===== src/rtl/ser_seq_ctrl.sv =====
// ser_seq_ctrl: multi-beat sequencer for the serialized RV32 datapath.
// Takes one decoded instruction per handshake and walks it through the
// EXEC / MEM / WB phases one slice per cycle (NSLICE = XLEN / SLICE_W slices).
// While doing so it produces the beat index, the slice order, the RF write
// strobe, the LSU request and the branch-evaluate pulse.
// ALU operation selection is not done here; it stays in the combinational decoder.
// Optional feature macro: SER_BRANCH_EARLY_EXIT_EN. When it is defined, BEQ/BNE
// retire at the first slice that compares unequal.
module ser_seq_ctrl #(
    parameter int  XLEN    = 32,
    parameter int  SLICE_W = 16,
    localparam int BEAT_W  = ((XLEN / SLICE_W) > 1) ? $clog2(XLEN / SLICE_W) : 1
) (
    input  logic              clk,
    input  logic              rst_n,
    input  logic              inst_valid_i,
    output logic              inst_ready_o,
    input  logic [6:0]        opcode_i,
    input  logic [2:0]        funct3_i,
    input  logic              funct7_b5_i,
    input  logic              stall_i,
    input  logic              eq_slice_i,
    input  logic              dmem_ack_i,
    output logic              dmem_req_o,
    output logic              dmem_we_o,
    output logic [BEAT_W-1:0] beat_o,
    output logic              slice_desc_o,
    output logic              first_beat_o,
    output logic              last_beat_o,
    output logic              rf_we_o,
    output logic              branch_eval_o,
    output logic              cmp_flip_o,
    output logic              done_o,
    output logic              illegal_o
);

    localparam int NSLICE = XLEN / SLICE_W;
    localparam logic [BEAT_W-1:0] BEAT_LAST = BEAT_W'(NSLICE - 1);

    if (((XLEN % SLICE_W) != 0) || (NSLICE < 2)) begin : g_param_check
        $error("ser_seq_ctrl: XLEN must be a multiple of SLICE_W with at least two slices");
    end

    localparam logic [6:0] OPC_LUI    = 7'b0110111;
    localparam logic [6:0] OPC_AUIPC  = 7'b0010111;
    localparam logic [6:0] OPC_JAL    = 7'b1101111;
    localparam logic [6:0] OPC_JALR   = 7'b1100111;
    localparam logic [6:0] OPC_BRANCH = 7'b1100011;
    localparam logic [6:0] OPC_LOAD   = 7'b0000011;
    localparam logic [6:0] OPC_STORE  = 7'b0100011;
    localparam logic [6:0] OPC_OP_IMM = 7'b0010011;
    localparam logic [6:0] OPC_OP     = 7'b0110011;

    typedef enum logic [1:0] {
        S_IDLE = 2'd0,
        S_EXEC = 2'd1,
        S_MEM  = 2'd2,
        S_WB   = 2'd3
    } state_t;

    // Sequencing class of an instruction; K_WR is the reset value of the latch.
    typedef enum logic [2:0] {
        K_WR  = 3'd0,  // writes rd every EXEC beat (LUI/AUIPC/JAL/JALR/ALU)
        K_SLT = 3'd1,  // compare across all slices, then write in WB
        K_BR  = 3'd2,  // conditional branch
        K_LD  = 3'd3,  // load: address beats, MEM, WB
        K_ST  = 3'd4,  // store: address beats, MEM
        K_ILL = 3'd5   // unsupported encoding
    } kind_t;

    state_t            state;
    state_t            state_nxt;
    logic [BEAT_W-1:0] beat;
    logic [BEAT_W-1:0] beat_nxt;
    kind_t             kind;
    logic              desc;
    logic              flip;

    kind_t             dec_kind;
    logic              dec_desc;
    logic              accept;
    logic [BEAT_W-1:0] beat_start;
    logic [BEAT_W-1:0] beat_end;
    logic              exec_last;
    logic              early_exit;

    // Classify the incoming instruction and choose its EXEC slice order.
    always_comb begin
        dec_kind = K_ILL;
        dec_desc = 1'b0;
        case (opcode_i)
            OPC_LUI, OPC_AUIPC, OPC_JAL, OPC_JALR: begin
                dec_kind = K_WR;
            end
            OPC_OP, OPC_OP_IMM: begin
                if ((funct3_i == 3'b010) || (funct3_i == 3'b011)) begin
                    // SLT/SLTU: the sign and magnitude are decided from the top slice down
                    dec_kind = K_SLT;
                    dec_desc = 1'b1;
                end else begin
                    // Right shifts need the upper slice first so that bits can move downward
                    dec_kind = K_WR;
                    dec_desc = (funct3_i == 3'b101);
                end
            end
            OPC_BRANCH: begin
                if (funct3_i[2:1] != 2'b01) begin
                    dec_kind = K_BR;
                    dec_desc = funct3_i[2];
                end
            end
            OPC_LOAD:  dec_kind = K_LD;
            OPC_STORE: dec_kind = K_ST;
            default:   dec_kind = K_ILL;
        endcase
    end

    assign accept     = inst_valid_i && (state == S_IDLE);
    assign beat_start = desc ? BEAT_LAST : '0;
    assign beat_end   = desc ? '0 : BEAT_LAST;
    assign exec_last  = (beat == beat_end);

`ifdef SER_BRANCH_EARLY_EXIT_EN
    logic is_eqne;
    logic unused_inputs;

    assign unused_inputs = funct7_b5_i;

    // Remember whether the accepted branch is BEQ/BNE (the only ones that can exit early).
    always_ff @(posedge clk or negedge rst_n) begin
        if (!rst_n) begin
            is_eqne <= 1'b0;
        end else if (accept) begin
            is_eqne <= (dec_kind == K_BR) && (funct3_i[2:1] == 2'b00);
        end
    end

    assign early_exit = (state == S_EXEC) && (kind == K_BR) && is_eqne &&
                        !stall_i && !eq_slice_i && !exec_last;
`else
    logic unused_inputs;

    // Shift direction (SRA vs SRL) does not affect the sequencing, and the slice-equality
    // flag only matters when early exit is enabled.
    assign unused_inputs = ^{funct7_b5_i, eq_slice_i};
    assign early_exit    = 1'b0;
`endif

    // Phase state register.
    always_ff @(posedge clk or negedge rst_n) begin
        if (!rst_n) begin
            state <= S_IDLE;
        end else begin
            state <= state_nxt;
        end
    end

    // Beat counter, plus the per-instruction fields captured on accept.
    always_ff @(posedge clk or negedge rst_n) begin
        if (!rst_n) begin
            beat <= '0;
            kind <= K_WR;
            desc <= 1'b0;
            flip <= 1'b0;
        end else begin
            beat <= beat_nxt;
            if (accept) begin
                kind <= dec_kind;
                desc <= dec_desc;
                flip <= (dec_kind == K_BR) && funct3_i[0];
            end
        end
    end

    // Next phase and beat; every path back to IDLE parks the beat at 0.
    always_comb begin
        state_nxt = state;
        beat_nxt  = beat;
        unique case (state)
            S_IDLE: begin
                if (inst_valid_i) begin
                    state_nxt = S_EXEC;
                    beat_nxt  = dec_desc ? BEAT_LAST : '0;
                end
            end
            S_EXEC: begin
                if (!stall_i) begin
                    if ((kind == K_ILL) || early_exit) begin
                        state_nxt = S_IDLE;
                        beat_nxt  = '0;
                    end else if (exec_last) begin
                        beat_nxt = '0;
                        case (kind)
                            K_SLT:      state_nxt = S_WB;
                            K_LD, K_ST: state_nxt = S_MEM;
                            default:    state_nxt = S_IDLE;
                        endcase
                    end else begin
                        beat_nxt = desc ? (beat - BEAT_W'(1)) : (beat + BEAT_W'(1));
                    end
                end
            end
            S_MEM: begin
                // A stall is ignored here: the acknowledge always completes the request.
                if (dmem_ack_i) begin
                    state_nxt = (kind == K_ST) ? S_IDLE : S_WB;
                    beat_nxt  = '0;
                end
            end
            S_WB: begin
                if (!stall_i) begin
                    if (beat == BEAT_LAST) begin
                        state_nxt = S_IDLE;
                        beat_nxt  = '0;
                    end else begin
                        beat_nxt = beat + BEAT_W'(1);
                    end
                end
            end
        endcase
    end

    // Output decode; a stall masks only the strobes, not the beat or the phase flags.
    always_comb begin
        inst_ready_o  = 1'b0;
        dmem_req_o    = 1'b0;
        dmem_we_o     = 1'b0;
        beat_o        = beat;
        slice_desc_o  = 1'b0;
        first_beat_o  = 1'b0;
        last_beat_o   = 1'b0;
        rf_we_o       = 1'b0;
        branch_eval_o = 1'b0;
        cmp_flip_o    = 1'b0;
        done_o        = 1'b0;
        illegal_o     = 1'b0;
        unique case (state)
            S_IDLE: begin
                inst_ready_o = 1'b1;
            end
            S_EXEC: begin
                slice_desc_o = desc;
                cmp_flip_o   = (kind == K_BR) && flip;
                if (kind == K_ILL) begin
                    done_o    = !stall_i;
                    illegal_o = !stall_i;
                end else begin
                    first_beat_o  = (beat == beat_start);
                    last_beat_o   = exec_last;
                    rf_we_o       = !stall_i && (kind == K_WR);
                    branch_eval_o = (kind == K_BR) && !stall_i && (exec_last || early_exit);
                    done_o        = !stall_i &&
                                    ((exec_last && ((kind == K_WR) || (kind == K_BR))) || early_exit);
                end
            end
            S_MEM: begin
                dmem_req_o = 1'b1;
                dmem_we_o  = (kind == K_ST);
                done_o     = dmem_ack_i && (kind == K_ST);
            end
            S_WB: begin
                first_beat_o = (beat == '0);
                last_beat_o  = (beat == BEAT_LAST);
                rf_we_o      = !stall_i;
                done_o       = !stall_i && (beat == BEAT_LAST);
            end
        endcase
    end

endmodule


===== config.mk =====
export PLATFORM = sky130hd
export DESIGN_NAME = ser_seq_ctrl
export DESIGN_NICKNAME = d
export VERILOG_FILES = /design/src/rtl/ser_seq_ctrl.sv
export SDC_FILE = /design/constraint.sdc
export NUM_CORES = 1
export LEC_CHECK = 0
export CELL_PAD_IN_SITES_DETAIL_PLACEMENT = 0
export CELL_PAD_IN_SITES_GLOBAL_PLACEMENT = 2
export CORE_MARGIN = 2
export CORE_UTILIZATION = 21
export DETAILED_ROUTE_END_ITERATION = 6
export GPL_TIMING_DRIVEN = 0
export PLACE_DENSITY_LB_ADDON = 0.1
export SETUP_SLACK_MARGIN = 0.05
export SKIP_CTS_REPAIR_TIMING = 1
export SYNTH_ARGS = -nofsm -noshare
export SYNTH_HDL_FRONTEND = slang
export SYNTH_SLANG_ARGS = --single-unit

===== constraint.sdc =====
create_clock -name clk -period 2.2 [get_ports clk]
set_clock_uncertainty 0.2 [all_clocks]
set_input_delay 0.66 -clock clk [delete_from_list [all_inputs] [get_ports clk]]
set_output_delay 0.66 -clock clk [all_outputs]
set_load 0.01 [all_outputs]

==> metrics.csv <==
stage;metric;value;unit
timing;finalHoldViolCount;0;
routing;drc_errors;0;
placement;io_buffers;25;
placement;dp.cells;169;
final_layout;drive_gt1_frac;0.4317;
logic_synthesis;synth_edf_count;0;
final_layout;post-route-util;0.3685;
floorplanning;fp.coreArea;0.003633;mm^2
routing;routed-wl-met3;92;um
logic_synthesis;ys_types;42;
clock_network;htree_num_levels;1;
timing;setup_ws;-0.3780;ns
global_routing;grtUsageTotal;0.1116;
timing;final_max_slew_viol_count;0;
logic_synthesis;synth_top_cell_by_area;dfrtp_1;
routing;drtPass1Iterations;4;
power_and_ir_drop;p_leak;0.0006600;uW
timing;clock.fmax;0.3879;GHz
routing;wirelength;2324;um
final_layout;n_antenna_cell;0;
timing;setup_viol;5;
routing;ant_nets;0;
floorplanning;pin_count;29;
global_routing;grt_antenna_before_repair;0;
timing;min_period;2.578;ns
floorplanning;dieWidth;65.03;um
logic_synthesis;synth_flop_cell;dfrtp_1;
logic_synthesis;yosysSeqAreaShare;0.2560;
routing;via_per_inst;4.561;
final_layout;area_growth;71.20;%
logic_synthesis;synth_cells;96;
logic_synthesis;synth_top_area_frac;0.2560;
global_routing;overflow;0;
floorplanning;initial_core_util;0.2152;
timing;worstMarginPinSlew;0.3706;ns
timing;hold_slack;0.3345;ns
clock_network;cts_tree;built;
logic_synthesis;synthesis.area_per_instance;8.146;um^2
routing;wl_met1;1070;um
global_routing;grt_pass1_wl;3801;um
timing;maxSlewHeadroom;0.7495;
setup_path;crit_fanout;5;
floorplanning;rows;22;
routing;first_iter_violations;29;
logic_synthesis;synth_area;782.0;um^2
routing;top_layer;met3;
routing;dr_wl_met2;1161;um
logic_synthesis;synth_area_leaders;dfrtp_1 (26%), nor2_1 (5.3%), nand2_1 (4.3%);
setup_path;criticalPathCategory;reg -> out;
status;violations;setup timing;
logic_synthesis;syn_nets;114;
clock_network;clk_latency;0.22;ns
clock_network;clockBufferDepth;2;
floorplanning;die_area;0.004228;mm^2
logic_synthesis;ys_ff_latch;8;
global_routing;grt_pass1_vias;789;
power_and_ir_drop;p_per_area;952.7;mW/mm^2
timing;fin_crit_sh;1.172;
setup_path;critPathRequiredTime;1.34;ns
timing;fin_tns_setup;-0.8693;ns
logic_synthesis;yosys_warnings;0;
floorplanning;fp.dieH;65.03;um
final_layout;fin_cells;187;
global_routing;grt_max_degree;11;
clock_network;clk_pin_slew;0.04;ns
placement;finalWeightedCongestion;0.7279;
final_layout;finalNetCount;158;
clock_network;numCtsBuffers;3;
hold_path;hold_path_class;reg -> reg;
setup_path;cp.arrival;1.72;ns
status;status;finished with violations;
placement;post-place-ws;-1.053;ns
clock_network;root_buffer;clkbuf_8;
placement;place_hpwl;1793;um
job;drv_cap;0;
setup_path;end_kind;output port;
logic_synthesis;synthArstFlopShare;1.000;
routing;wire_per_inst;12.43;um
clock_network;clkSinkCount;8;
setup_path;worstSetupStartpointType;register;
power_and_ir_drop;vdd_ir_drop_max;221.9;uV
timing;grt_setup_unrepaired;true;
routing;route.vias.total;853;
[synth_stat cells (all sizes together) (2+ instances only)]
library cell	instances
nor2	11
nand2	9
dfrtp	8
buf	6
inv	6
nor3	5
a31oi	4
o21ai	4
a21oi	3
nand2b	3
nor2b	3
a211o	2
a211oi	2
a311oi	2
and2	2
and4bb	2
nand3b	2
nor4b	2
or3b	2
[layout by cell type, fill, tap and decap left out, drive strengths merged]
cell type | Yosys | final
a211o | 2 | 2
a211oi | 2 | 2
a21o | 1 | 1
a21oi | 3 | 3
a22o | 1 | 1
a311oi | 2 | 2
a31oi | 4 | 4
and2 | 2 | 2
and3 | 1 | 1
and3b | 1 | 1
and4b | 1 | 1
and4bb | 2 | 2
buf | 6 | 25
clkbuf | 0 | 9
clkdlybuf4s50 | 0 | 7
dfrtp | 8 | 8
dlymetal6s2s | 0 | 8
ha | 1 | 1
inv | 6 | 6
mux2 | 1 | 1
nand2 | 9 | 9
nand2b | 3 | 3
nand3b | 2 | 2
nand4b | 1 | 1
nor2 | 11 | 11
nor2b | 3 | 3
nor3 | 5 | 5
nor3b | 1 | 1
nor4 | 1 | 1
nor4b | 2 | 2
o2111a | 1 | 1
o21a | 1 | 1
o21ai | 4 | 4
o22ai | 1 | 1
o311ai | 1 | 1
o31a | 1 | 1
o31ai | 1 | 1
o41ai | 1 | 1
or3b | 2 | 2
or4bb | 1 | 1
[registers in the layout, indices dropped and copies added, names as in the netlist]
signal,cells
beat_o,1
desc,1
flip,1
kind,3
state,2
[layer usage]
metal	GRT usage	vias to the layer above
li1	-	443
met4	0.03906	0
met1	0.1539	390
met5	0	-
met3	0.005208	0
met2	0.1856	20
[final timing paths]
path | slack [ns] | depth (start not counted) | from | endpoint
setup / recovery | -0.38 | 5 | beat_o$_DFFE_PN0P_ | branch_eval_o
hold / removal | 0.33 | 1 | flip$_DFFE_PN0P_ | flip$_DFFE_PN0P_
setup reg to reg | 0.33 | 8 | beat_o$_DFFE_PN0P_ | state[0]$_DFFE_PN0P_
hold reg to reg | 0.33 | 1 | flip$_DFFE_PN0P_ | flip$_DFFE_PN0P_
max in group asynchronous | 1.01 | 1 | rst_n | kind[1]$_DFFE_PN0P_
min in group asynchronous | 0.51 | 1 | rst_n | state[1]$_DFFE_PN0P_
[layout make-up]
cell class	instances	area, um^2
tap	48	60.06
timing repair buffer	39	335.3
inverter	6	22.52
sequential	8	202.7
buffer	6	50.05
clock buffer	4	45.04
multi-input combinational	76	623.1
fill	403	2295
[kinds of logic (layout without fill, tap and decap cells)]
logic type | after synthesis | in the layout | share of synthesized area
AND/OR/NAND/NOR | 48 | 48 | 0.3776
AO/OA/AOI/OAI | 26 | 26 | 0.2624
buffers and inverters | 12 | 55 | 0.07359
flip-flops | 8 | 8 | 0.2560
adder cells (fa/ha/maj) | 1 | 1 | 0.01600
multiplexers | 1 | 1 | 0.01440
[power breakdown]
part | switching, uW | leakage, uW | internal, uW
registers | 31.1 | 0.0000940 | 189
logic | 421 | 0.000543 | 457
clock network | 52.5 | 0.0000228 | 125
[worst max-delay path, stage by stage (launching register included)]
cell and delay (ns):
dfrtp_2 0.40, inv_2 0.06, ha_4 0.28, or3b_4 0.40, nor4b_4 0.20, buf_2 0.16
[per-stage QoR]
step | area (um^2) | total power [uW]
2_1_floorplan | 818.3 | 681.9
3_3_place_gp | 1129 | 940.1
3_5_place_dp | 1129 | 940.5
4_1_cts | 1174 | 1123
5_1_grt | 1339 | 1364
6_report | 1339 | 1275
No activity file was read; power rests on OpenSTA's default activity.
